--- config.mk ---
export PLATFORM = sky130hd
export DESIGN_NAME = ip_ram_init_ctrl
export DESIGN_NICKNAME = d
export VERILOG_FILES = /design/src/rtl/ip_ram_init_ctrl.sv
export SDC_FILE = /design/constraint.sdc
export NUM_CORES = 1
export LEC_CHECK = 0
export CORE_MARGIN = 2
export CORE_UTILIZATION = 52
export CTS_BUF_LIST = sky130_fd_sc_hd__clkbuf_4
export DETAILED_ROUTE_END_ITERATION = 12
export GPL_ROUTABILITY_DRIVEN = 0
export HOLD_SLACK_MARGIN = 0.05
export PLACE_DENSITY_LB_ADDON = 0.1
export SLEW_MARGIN = 20
export SYNTH_ARGS = -nofsm -noshare
export SYNTH_HDL_FRONTEND = slang
export SYNTH_SLANG_ARGS = --single-unit
--- constraint.sdc ---
create_clock -name clockCore -period 2.2 [get_ports clockCore]
set_input_delay 0.44 -clock clockCore [delete_from_list [all_inputs] [get_ports clockCore]]
set_output_delay 0.44 -clock clockCore [all_outputs]
set_load 0.02 [all_outputs]
--- src/rtl/ip_ram_init_ctrl.sv ---
// RAM initialisation sequencer: walks an address range, writing a data pattern.
// Optional IP_RAM_INIT_AUTO_START_EN: full constant-fill pass right after reset.
module ip_ram_init_ctrl #(
  parameter int DEPTH     = 32,
  parameter int DATAWIDTH = 32,
  parameter int ADDRWIDTH = $clog2(DEPTH)
) (
  input  logic                 clockCore,
  input  logic                 resetCore,
  input  logic                 initReq,
  input  logic [1:0]           initMode,
  input  logic [DATAWIDTH-1:0] initValue,
  input  logic [ADDRWIDTH-1:0] initStartAddr,
  input  logic [ADDRWIDTH-1:0] initEndAddr,
  input  logic                 initWrReady,
  output logic                 initEnWr,
  output logic [ADDRWIDTH-1:0] initWrAddr,
  output logic [DATAWIDTH-1:0] initWrData,
  output logic                 initBusy,
  output logic                 initDone,
  output logic                 initErr
);

  typedef enum logic {IDLE, RUN} state_t;

  localparam logic [ADDRWIDTH:0] LAST = (ADDRWIDTH+1)'(DEPTH-1);

  state_t               state_q, state_d;
  logic                 en_q, en_d;
  logic [ADDRWIDTH-1:0] addr_q, addr_d;
  logic [ADDRWIDTH-1:0] end_q, end_d;
  logic [DATAWIDTH-1:0] data_q, data_d;
  logic [1:0]           mode_q, mode_d;
  logic                 busy_q, busy_d;
  logic                 done_q, done_d;
  logic                 err_q, err_d;

  logic                 auto_q;
  logic                 req;
  logic                 valid;
  logic [1:0]           req_mode;
  logic [ADDRWIDTH-1:0] req_start;
  logic [ADDRWIDTH-1:0] req_end;
  logic [DATAWIDTH-1:0] seed;
  logic [DATAWIDTH-1:0] next_data;

`ifdef IP_RAM_INIT_AUTO_START_EN
  // One-cycle synthetic request on the first clock after reset release
  always_ff @(posedge clockCore or posedge resetCore) begin
    if (resetCore) auto_q <= 1'b1;
    else           auto_q <= 1'b0;
  end
`else
  assign auto_q = 1'b0;
`endif

  always_comb begin
    req       = initReq | auto_q;
    req_mode  = auto_q ? 2'd0 : initMode;
    req_start = auto_q ? '0 : initStartAddr;
    req_end   = auto_q ? LAST[ADDRWIDTH-1:0] : initEndAddr;
    valid     = (req_start <= req_end) && ({1'b0, req_end} <= LAST);
    seed      = (req_mode == 2'd2) ? DATAWIDTH'(req_start) : initValue;
  end

  // Next pattern word derives from the current one, so no write index is kept
  always_comb begin
    next_data = data_q;
    unique case (mode_q)
      2'd0: next_data = data_q;
      2'd1: next_data = data_q + DATAWIDTH'(1);
      2'd2: next_data = DATAWIDTH'(addr_q + ADDRWIDTH'(1));
      2'd3: next_data = ~data_q;
    endcase
  end

  always_comb begin
    state_d = state_q;
    en_d    = en_q;
    addr_d  = addr_q;
    end_d   = end_q;
    data_d  = data_q;
    mode_d  = mode_q;
    busy_d  = busy_q;
    done_d  = done_q;
    err_d   = 1'b0;
    unique case (state_q)
      IDLE: begin
        if (req && valid) begin
          state_d = RUN;
          en_d    = 1'b1;
          addr_d  = req_start;
          end_d   = req_end;
          data_d  = seed;
          mode_d  = req_mode;
          busy_d  = 1'b1;
          done_d  = 1'b0;
        end else if (req) begin
          err_d   = 1'b1;
        end
      end
      RUN: begin
        if (initWrReady) begin
          if (addr_q == end_q) begin
            state_d = IDLE;
            en_d    = 1'b0;
            addr_d  = '0;
            data_d  = '0;
            busy_d  = 1'b0;
            done_d  = 1'b1;
          end else begin
            addr_d  = addr_q + ADDRWIDTH'(1);
            data_d  = next_data;
          end
        end
      end
    endcase
  end

  always_ff @(posedge clockCore or posedge resetCore) begin
    if (resetCore) begin
      state_q <= IDLE;
      en_q    <= 1'b0;
      addr_q  <= '0;
      end_q   <= '0;
      data_q  <= '0;
      mode_q  <= '0;
      busy_q  <= 1'b0;
      done_q  <= 1'b0;
      err_q   <= 1'b0;
    end else begin
      state_q <= state_d;
      en_q    <= en_d;
      addr_q  <= addr_d;
      end_q   <= end_d;
      data_q  <= data_d;
      mode_q  <= mode_d;
      busy_q  <= busy_d;
      done_q  <= done_d;
      err_q   <= err_d;
    end
  end

  assign initEnWr   = en_q;
  assign initWrAddr = addr_q;
  assign initWrData = data_q;
  assign initBusy   = busy_q;
  assign initDone   = done_q;
  assign initErr    = err_q;

endmodule

### Word-level counts from Yosys, hierarchy flattened

Index checks and enable logic that the tools add are counted.

* output and inout bits: 41
* register bits: 48
* input bits: 48
* ROM bits: 0
* memories kept: 0
* logic and storage cells: 54
* latch bits: 0
* memory bits (writable): 0

* reductions and logical operators: 6
* $lt $le $gt $ge: 1
* shift operators: 0
* equality and inequality tests: 9
* multiply operators: 0
* div/mod/pow operators: 0
* add/subtract/negate cells: 3
* mux-type cells: 25
* bitwise operators: 2

Operators by type and width (count)
* 32-bit two-way mux: 4
* 32-bit one-hot mux with 3 select lines: 1
* 32-bit one-hot mux with 2 select lines: 1
* 32-bit by 1-bit adder with 32-bit output, second input constant: 1
* 32-bit inverter: 1
* 5-bit two-way mux: 3
* 1-bit two-way mux: 12
* 5-bit one-hot mux with 2 select lines: 1
* 5-bit by 1-bit adder with 6-bit output, second input constant: 1
* 2-bit == test, second input constant: 3
* 1-bit one-hot mux with 2 select lines: 3
* 3-bit AND reduction: 2
* 5-bit by 1-bit adder with 5-bit output, second input constant: 1
* 5-bit == test: 1
* 5-bit <= comparator: 1
* 2-bit inequality test, second input constant: 2
* 2-bit AND reduction: 2
* 3-bit inequality test, second input constant: 1
* 2-bit by 1-bit == test with 1-bit output, second input constant: 1
* 2-bit zero test: 1
* 2-bit by 1-bit inequality test with 1-bit output, second input constant: 1
* 1-bit logical AND: 1
* 1-bit inverter: 1

### Depth between registers and ports, before layout

* depth after elaboration: 5
* depth in mapped cells: 9
* depth with buffers taken out: 7

### Least setup slack after synthesis

Ideal clock, no wire load.

* path type: input port to flip-flop
* from: input initEndAddr[4]
* to: register data_q[1] (netlist: initWrData[1])
* path buffers: 1
* required time: 2.075 ns
* library setup time: 0.125 ns
* slack: 0.177 ns
* cell stages on the path: 8
* arrival time: 1.898 ns
* cells stage by stage: inv_1 ha_1 nand2_1 o31a_1 o21a_1 buf_2 nor2_2 mux2_2

* word-level cells in the longest chain between the ends: 4

Ends and longest elaborated chain
* from (decl): RTL line 14 `input logic [ADDRWIDTH-1:0] initEndAddr,`
* 5-bit <= comparator: RTL line 62 `valid = (req_start <= req_end) && ({1'b0, req_end} <= LAST);`
* 1-bit logical AND: RTL line 89 `if (req && valid) begin`
* 2-bit inequality test (no source line)
* 3-bit AND reduction (no source line)
* to (signal assigned): RTL line 136 `data_q <= data_d;`
* to (decl): RTL line 32 `logic [DATAWIDTH-1:0] data_q, data_d;`

No other way between the ends.
A chain may end at the register's enable or synchronous reset.

### Final worst setup path

* from: input initStartAddr[0]
* to: register data_q[13] (netlist: initWrData[13])

* word-level cells in the longest chain between the ends: 4

Ends and longest elaborated chain
* from (decl): RTL line 13 `input logic [ADDRWIDTH-1:0] initStartAddr,`
* 5-bit <= comparator: RTL line 62
* 1-bit logical AND: RTL line 89
* 2-bit inequality test (no source line)
* 3-bit AND reduction (no source line)

No other way between the ends.

==> impl_metrics.json <==
{
  "outcome": "finished, violations left",
  "violations": "setup timing",
  "grt_overflow": 0,
  "min_path_type": "in -> async",
  "grt_max_degree": 29,
  "leakagePower_uw": 0.00208,
  "end_kind": "flop",
  "ir_drop_v": 0.00106,
  "crit_type": "in -> reg",
  "synth_nets": 487,
  "ios": 89,
  "postRouteAntennaNets": 0,
  "grt_use_total": 0.320,
  "cts_buffer_depth": 2,
  "area_growth_pct": 39.3,
  "clk_latency_ps": 390,
  "wl_mm": 12.1,
  "die_w_um": 87.9,
  "clock_sinks": 48,
  "rsz0062_at_grt": "true",
  "worst-slew-pin-transition_ps": 688,
  "slew_violations": 0,
  "reg2reg_slack_ps": 50,
  "yosysUniqueCellTypes": 65,
  "cts_made_buffers": 5,
  "antenna_found_initial": 0,
  "cp_data_required_time_ps": 2480,
  "drcViolationCount": 0,
  "synth_edf_count": 0,
  "max_stage_delay_ps": 470,
  "netlist_area_um2": 3660,
  "arrival_ps": 2480,
  "setup_violations": 1,
  "postLayoutCoreUtil": 0.750,
  "grt_pass1_wl_mm": 19.2,
  "wl_per_cell_um": 18.9,
  "fillers": 523,
  "layout.nets": 597,
  "reg2regPathDepth": 6,
  "slew_headroom": 0.539,
  "viasPerCell": 6.33,
  "final_cell_mix": "clkdlybuf4s50_1, dfrtp_1, buf_4",
  "firstDrtPassIters": 5,
  "drive_gt1_frac": 0.192,
  "root_buffer": "clkbuf_4",
  "portBuffers": 88,
  "num_vias": 4046,
  "regArea_um2": 1200,
  "rows": 30,
  "dieArea_um2": 7720,
  "avgSynthCellArea_um2": 8.47,
  "synthCells": 432,
  "synth_ff_type": "dfrtp_1",
  "die_h_um": 87.9,
  "post-place-ws_ps": -497,
  "grt_pass1_vias": 3804,
  "maxCapViolCount": 0,
  "power_uw": 7970,
  "antenna_cells": 0,
  "layout_commonest_cell": "clkdlybuf4s50_1",
  "hpwlAfterDp_mm": 8.64,
  "multi_input_area_um2": 2280,
  "clk_pin_slew_ps": 150,
  "max_freq_mhz": 453,
  "hold_viol": 0,
  "async_flop_share": 1.00,
  "cp_max_fo": 9,
  "r2r_end": "initWrData[10]$_DFFE_PP0P_",
  "layout_setup_ws_ps": -7.36,
  "period_share": 1.00,
  "crit_path_cell_trace": "clkdlybuf4s50_1, inv_1, ha_1, nand3_2, o31a_1, o21a_4, buf_4, a211oi_1, o22ai_1",
  "power_density_nw_per_um2": 1560,
  "initial_core_util": 0.538,
  "crit_slowest_cell": "clkdlybuf4s50_1",
  "yosysSeqAreaShare": 0.328,
  "cp-start-kind": "input pin",
  "cts_tree": "built",
  "reg2reg_from": "initWrAddr[4]$_DFFE_PP0P_",
  "finalClockSkew_ps": 10.1,
  "coreArea_um2": 6790,
  "htreeDepth": 2,
  "synth_seq_cells": 48,
  "period_needed_ps": 2210,
  "yosys_warnings": 0,
  "dr.first_iter.drc_count": 419
}
==> Yosys cell counts, drive strengths merged (7+ instances only) <==
cell type | number | area, um^2
o22ai | 20 | 125
mux2 | 7 | 78.8
a211oi | 19 | 148
ha | 7 | 87.6
xnor2 | 11 | 96.3
inv | 36 | 135
clkbuf | 13 | 50.0
dfrtp | 48 | 1200
a31oi | 16 | 100
and3 | 9 | 58.8
nor3 | 7 | 35.0
o31a | 9 | 78.8
nand3 | 13 | 77.6
o21ai | 17 | 88.8
nor2 | 27 | 104
nand4 | 9 | 71.3
buf | 21 | 120
a21oi | 21 | 116
nand2 | 35 | 134
==> report_power, final <==
part           internal [uW]  leakage (uW)  switching [uW]
Clock                    251     0.0000456             313
Combinational           2500       0.00145            2990
Sequential              1300      0.000587             627
Total                   4050       0.00208            3930
==> flip-flops by register name, summed over array words and instances (netlist names) <==
name / count
initWrAddr: 5
initBusy: 1
end_q: 5
state_q: 1
initWrData: 32
initDone: 1
mode_q: 2
initErr: 1
==> layout make-up <==
cell class              count  share of cell area
flip-flops and latches     48               0.236
well taps                  96              0.0236
repair buffers            137               0.251
clock inverters             2             0.00687
clock buffers               6             0.00884
inverters                  36              0.0265
multi-input cells         314               0.448
==> critical path: cells and delay by family <==
family	cells	cell delay, ps
compound gates	4	920
buf+inv	3	720
fa+ha+maj	1	300
simple gates	1	100
==> logic make-up (layout without fill, tap and decap cells) <==
kind of cell    Yosys count  after routing  synth area share
xor+xnor                 12             12            0.0287
compound gates          158            158             0.312
simple gates            126            126             0.191
buf+inv                  70            181            0.0835
flops                    48             48             0.328
fa+ha+maj                 7              7            0.0239
mux                      11             11            0.0325
==> worst max path at each step <==
stage	startpoint	to	slack, ps
2_1_floorplan	initEndAddr[4]	initWrData[1]$_DFFE_PP0P_	180
3_3_place_gp	initEndAddr[4]	mode_q[0]$_DFFE_PP0P_	-410
3_5_place_dp	initEndAddr[4]	initWrData[20]$_DFFE_PP0P_	-500
4_1_cts	initEndAddr[4]	initWrData[13]$_DFFE_PP0P_	10
5_1_grt	initStartAddr[0]	initWrData[10]$_DFFE_PP0P_	-100
6_report	initStartAddr[0]	initWrData[13]$_DFFE_PP0P_	-7
==> repair_timing <==
item / in CTS / in global routing
buffers inserted: 0 / 5
pin swaps: 0 / 5
hold buffers: 0 / 0
endpoints found under the setup margin: 23 / 29
resized for setup: 4 / 20
==> routing by layer <==
| metal | wire [um] | global-route usage | up-vias |
|---|---|---|---|
| met1 | 5120 | 0.460 | 1925 |
| met2 | 5600 | 0.494 | 247 |
| li1 | - | - | 1849 |
| met3 | 1120 | 0.0462 | 25 |
| met5 | 0 | 0 | - |
| met4 | 216 | 0.110 | 0 |
==> per-stage QoR <==
| step | cells | cell area [um^2] | TNS (ps) | hold slack, ps |
|---|---|---|---|---|
| global route | 639 | 5100 | -491 | 413 |
| finish | 639 | 5100 | -7.36 | 371 |
| detailed placement | 626 | 4840 | -18980 | 501 |
| floorplan | 432 | 3660 | 0 | 502 |
| CTS | 634 | 4940 | 0 | 380 |
| global placement | 626 | 4840 | -16340 | 506 |
No activity file was read; power rests on OpenSTA's default activity.
==> RTL edit 1 (same flow settings) <==
Build with the macro `IP_RAM_INIT_AUTO_START_EN` defined.
--- a/src/rtl/ip_ram_init_ctrl.sv
+++ b/src/rtl/ip_ram_init_ctrl.sv
@@ -1,4 +1,6 @@
 // RAM initialisation sequencer: walks an address range, writing a data pattern.
 // Optional IP_RAM_INIT_AUTO_START_EN: full constant-fill pass right after reset.
+`define IP_RAM_INIT_AUTO_START_EN
+
 module ip_ram_init_ctrl #(
   parameter int DEPTH     = 32,
Formal check against the unedited RTL: not equivalent (Yosys sat finds a counterexample within 4 cycles, from zero or initial values and one cycle with resetCore high).
==> RTL edit 1 against the original RTL <==
  * Total power shrank 23%
  * Critical path type is now reg -> reg
  * Maximum frequency shrank 9.5%
  * Via count shrank 8.9%
  * Combinational power shrank 28%
  * Critical path depth grew 2
  * Synthesized area shrank 8.5%
  * First-iteration DRC count shrank 26%
  * Design area shrank 2.7%
  * Sequential power shrank 7%
  * Critical endpoint is now initWrData[28]
  * Sequential cell count grew 1
  * The run still ends with setup timing left
  * Hold slack gained 0.039 ns
  * Worst setup slack lost 0.23 ns
  * Sequential share of layout area grew 1.2 points
  * Routed wire length shrank 13%
==> RTL edit 1: results (changes against the original RTL) <==
stage	metric	value	unit	change
status	status	complete, but fails checks		
status	failing checks	setup timing		
worst_hold_path	path category of the worst min-delay check	in -> async		
timing	Setup TNS	-5.016	ns	-5.009 ns
cells_and_area	Inserted Diodes	0		unchanged
power	Max IR drop VDD	0.7287	mV	-31%
synthesis	post-synthesis cell type count	69		+6.2%
cells_and_area	fin cells	595		-6.9%
timing	Fin Clk Skew	0.01886	ns	+0.008802 ns
setup_path	slowest cell delay on critical path	0.59	ns	+0.12 ns
timing	worst hold margin	0.4098	ns	+0.03920 ns
global_routing	combined global-route utilization of all metal layers	30.32	%	-1.7 points
clock_network	Clk pin slew, worst setup/hold paths	0.15	ns	about the same
cells_and_area	number of fillers in the final layout	451		-14%
timing	least setup slack across all paths after layout	-0.2389	ns	-0.2315 ns
power	sequential share of power	28.9	%	+4.8 points
setup_path	Critical Path Start	auto_q		
cells_and_area	NumNets Final	572		-4.2%
timing	Finish-stage setup viols	44		+43
setup_path	critical path endpoint	initWrData[28]		
placement	Placed Instance Area	0.004597	mm2	-5.1%
detailed_routing	Starting DRT DRC Count	311		-26%
global_routing	maximum number of pins on one net before global-route repair	50		+72%
placement	count of buffers from port buffering	88		unchanged
cells_and_area	Sequential cell area	0.001227	mm2	+2.2%
clock_network	Setup Buffers After CTS	15		+15
clock_network	CTS Root Buffer Type	clkbuf_4		
flow_run	reported max-cap violation count	0		unchanged
detailed_routing	count of nets left with antenna violations after detail routing	0		unchanged
placement	Placed Instances	571		-8.8%
power	leakage dissipation	2.014	nW	-3.1%
detailed_routing	per-cell routed wire length	17.64	um	-6.5%
global_routing	global-route wire length before repair	17660	um	-8.1%
power	combinational logic power	0.00396	W	-28%
synthesis	leading cell types by total area after synthesis	dfrtp_1 (36%), nand2_1 (4.5%), a21oi_1 (3.9%), nor2_1 (3.8%), o21ai_0 (2.8%)		
clock_network	clock insertion delay at the later pin of the skew report	0.37	ns	-0.02 ns
synthesis	share of synthesized registers carrying an async set or reset	100.0	%	unchanged
power	switching power	0.002888	W	-27%
placement	detailed placement HPWL	7283	um	-16%
setup_path	maximum fanout count along the critical path	8		-1
synthesis	post-synthesis average cell area	8.648	um2	+2.2%
placement	minimum setup slack after placement	-0.8169	ns	-0.3202 ns
detailed_routing	detail-routed via count per cell	6.197		-2.1%
synthesis	proportion of synthesized chip area in sequential cells	36.67	%	+3.8 points
clock_network	post-CTS resize count	36		+32
power	Pwr per Cell Area	1246	mW/mm2	-20%
cells_and_area	share of layout cells above drive strength 1	22.01	%	+2.9 points
global_routing	via count of the first global-routing pass	3655		-3.9%
setup_path	worst-path cell with the longest stage delay	dfstp_2		
setup_path	Worst R2R Path Depth	11		+5
synthesis	nets in the synthesized netlist	442		-9.2%
synthesis	most frequent cells after synthesis	dfrtp_1 (48), nand2_1 (40), nor2_1 (34)		
## RTL edit 1: kinds of logic after synthesis
| group | Yosys count | share of synthesized area (%) |
|---|---|---|
| buffers and inverters | 41 | 5.570 |
| AO/OA/AOI/OAI | 143 | 30.54 |
| XOR/XNOR | 11 | 2.879 |
| adder cells (fa/ha/maj) | 7 | 2.617 |
| multiplexers | 7 | 2.168 |
| flip-flops | 49 | 36.67 |
| AND/OR/NAND/NOR | 128 | 19.44 |
| other | 1 | 0.1120 |
## RTL edit 1: per-layer routing
metal,global-route usage (%),part of all wire [%],vias to the layer above
li1,-,-,1711
met1,40.83,42,1784
met2,49.93,49,170
met3,4.130,6.7,22
met4,11.29,2.4,0
met5,0,0,-
## RTL edit 1: cell type report
| cell class | count | share of cell area, % |
|---|---|---|
| multi-input cells | 297 | 42.81 |
| repair buffers | 149 | 28.36 |
| flip-flops and latches | 49 | 24.75 |
| well taps | 77 | 1.942 |
| inverters | 15 | 1.135 |
| clock buffers | 5 | 0.7568 |
| clock inverters | 3 | 0.2523 |
==> RTL edit 2 (same flow settings) <==
Made on the original files. The output `initErr` loses its register stage (`err_q` becomes a continuous assignment).
--- a/src/rtl/ip_ram_init_ctrl.sv
+++ b/src/rtl/ip_ram_init_ctrl.sv
@@ -128,5 +128,4 @@
       busy_q  <= 1'b0;
       done_q  <= 1'b0;
-      err_q   <= 1'b0;
     end else begin
       state_q <= state_d;
@@ -138,7 +137,8 @@
       busy_q  <= busy_d;
       done_q  <= done_d;
-      err_q   <= err_d;
     end
   end
+
+  assign err_q = err_d;
 
   assign initEnWr   = en_q;
Behaviour: not the same (a bounded check fails within 4 cycles, from zero or initial values and one cycle with resetCore high).
==> RTL edit 2 against the original RTL <==
  * Total power shrank 5.1%
  * Hold slack gained 0.025 ns
  * Via count shrank 1.2%
  * Synthesized area shrank 0.68%
  * Sequential cell count shrank 1
  * Design area shrank 2.4%
  * Critical path depth shrank 2
  * Worst setup slack gained 0.10 ns
  * Routed wire length shrank 6.5%
  * Critical path type is now in -> out
  * Highest routed layer unchanged
==> RTL edit 2: results (changes against the original RTL) <==
stage	metric	value	unit	change
clock_network	number of buffers inserted during clock tree synthesis	5		unchanged
global_routing	met2 track demand over resource	48.55	%	-0.83 points
detailed_routing	iteration count of the initial detailed-routing pass	5		unchanged
global_routing	global-route wire length before repair	18290	um	-4.8%
clock_network	CTS Root Buffer Type	clkbuf_4		
global_routing	initial antenna violation count	0		unchanged
power	internal power consumption	0.003817	W	-5.7%
detailed_routing	via count of the routed design	3999		-1.2%
global_routing	combined global-route utilization of all metal layers	29.70	%	-2.3 points
global_routing	maximum number of pins on one net before global-route repair	48		+66%
global_routing	met1 usage in global routing	38.74	%	-7.3 points
timing	Fin Clk Skew	0.01328	ns	+0.003224 ns
power	leakage dissipation	2.043	nW	-1.7%
clock_network	maximum count of clock buffers along a single path	2		unchanged
detailed_routing	Starting DRT DRC Count	272		-35%
cells_and_area	fin cells	637		-0.31%
synthesis	count of yosys warnings during synthesis	0		unchanged
timing	transition time at the pin with the least slew margin	0.6062	ns	-0.08134 ns
synthesis	proportion of synthesized chip area in sequential cells	32.38	%	-0.46 points
placement	detailed placement HPWL	8103	um	-6.3%
global_routing	global-route met3 utilization	5.090	%	+0.47 points
clock_network	clock insertion delay at the later pin of the skew report	0.38	ns	
synthesis	leading cell types by total area after synthesis	dfrtp_1 (32%), a211oi_1 (3.7%), inv_1 (3.6%), nand2_1 (3.5%), o22ai_1 (3.4%)		
setup_path	maximum fanout count along the critical path	2		-7
setup_path	critical path arrival	1.66	ns	-0.82 ns
global_routing	via count of the first global-routing pass	3822		+0.47%
cells_and_area	NumNets Final	595		-0.34%
worst_hold_path	path category of the worst min-delay check	in -> async		
synthesis	share of synthesized registers carrying an async set or reset	100.0	%	unchanged
power	Max IR drop VDD	0.9545	mV	-9.8%
cells_and_area	number of fillers in the final layout	552		+5.5%
detailed_routing	per-cell routed wire length	17.69	um	-6.2%
status	status	complete, no violations		
cells_and_area	share of layout cells above drive strength 1	18.11	%	-1.0 points
placement	Placed Instances	627		+0.16%
synthesis	nets in the synthesized netlist	486		-0.21%
synthesis	most frequent cells after synthesis	dfrtp_1 (47), inv_1 (35), nand2_1 (34)		
cells_and_area	Largest register FFs	32		unchanged
synthesis	gate count after technology mapping	431		-0.23%
-- RTL edit 2: changes by cell type in the layout (fill, tap and decap cells not counted), moves of 4 or more --
cell,unedited run,this run
clkdlybuf4s50_1,88,77
a211oi_1,8,17
dlygate4sd2_1,0,9
a211oi_2,10,2
inv_1,34,30
inv_2,2,6
-- RTL edit 2: routing by layer --
metal / vias up / routed length, um
li1: 1837 / -
met1: 1919 / 4569
met2: 214 / 5544
met3: 29 / 904
met4: 0 / 250
met5: - / 0
-- RTL edit 2: what timing repair did --
action,in CTS,in global routing
gates resized for setup,25,4
setup buffers,2,0
hold buffers,0,0
pin swaps,4,2
setup endpoints to repair,14,7
-- RTL edit 2: final timing paths --
kind	start	end	slack (ns)	cells after the start
max	initStartAddr[3]	initErr	0.1	7
min	resetCore	initWrData[9]	0.40	3
max reg2reg	initWrData[1]	initWrData[16]	0.16	7
min reg2reg	initBusy	initBusy	0.52	1
max in group asynchronous	resetCore	initWrData[1]	1.56	3
min in group clockCore	initEndAddr[3]	end_q[3]	0.43	2
-- RTL edit 2: critical path, stage by stage --
cell	delay, ns
dlygate4sd2_1	0.25
ha_1	0.29
nand2_2	0.06
a211oi_2	0.23
a211oi_1	0.07
nor3_1	0.12
buf_2	0.18
-- RTL edit 2: layout make-up --
| cell class | instances | share of cell area [%] |
|---|---|---|
| tap | 96 | 2.416 |
| sequential | 47 | 23.68 |
| inverter | 36 | 2.718 |
| clock buffer | 6 | 0.9059 |
| multi-input combinational | 314 | 44.39 |
| timing repair buffer | 136 | 25.64 |
| clock inverter | 2 | 0.2516 |
-- RTL edit 2: stage by stage --
stage | setup WS, ns | setup TNS (ns) | instance area [um2] | utilization [%]
finish | 0.09596 | 0 | 4972 | 73.19
global route | 0.002659 | 0 | 4972 | 73.19
CTS | 0.07535 | 0 | 4964 | 73.06
detailed placement | -0.6415 | -17.74 | 4858 | 71.51
global placement | -0.6258 | -15.36 | 4858 | 71.51
floorplan | 0.09049 | 0 | 3632 | -
-- RTL edit 2: cells by family (layout without fill, tap and decap cells) --
kind of cell | Yosys count | count (layout) | synth area share [%]
AOI/OAI and AO/OA | 158 | 158 | 31.42
xor gates and xnor gates | 12 | 12 | 2.894
adders and majority gates | 7 | 7 | 2.411
buffers and inverters | 70 | 180 | 8.405
DFF | 47 | 47 | 32.38
muxes | 11 | 11 | 3.273
and+or+nand+nor | 126 | 126 | 19.22
-- RTL edit 2: power by group through the flow --
stage,logic [W],registers [W],clock network (W)
final,0.00525,0.00187,0.000445
after global routing,0.00567,0.00193,0.000471
after CTS,0.00519,0.00185,0.000453
after detailed placement,0.00516,0.00187,0
after global placement,0.00504,0.00185,0
after floorplan,0.00298,0.00213,0
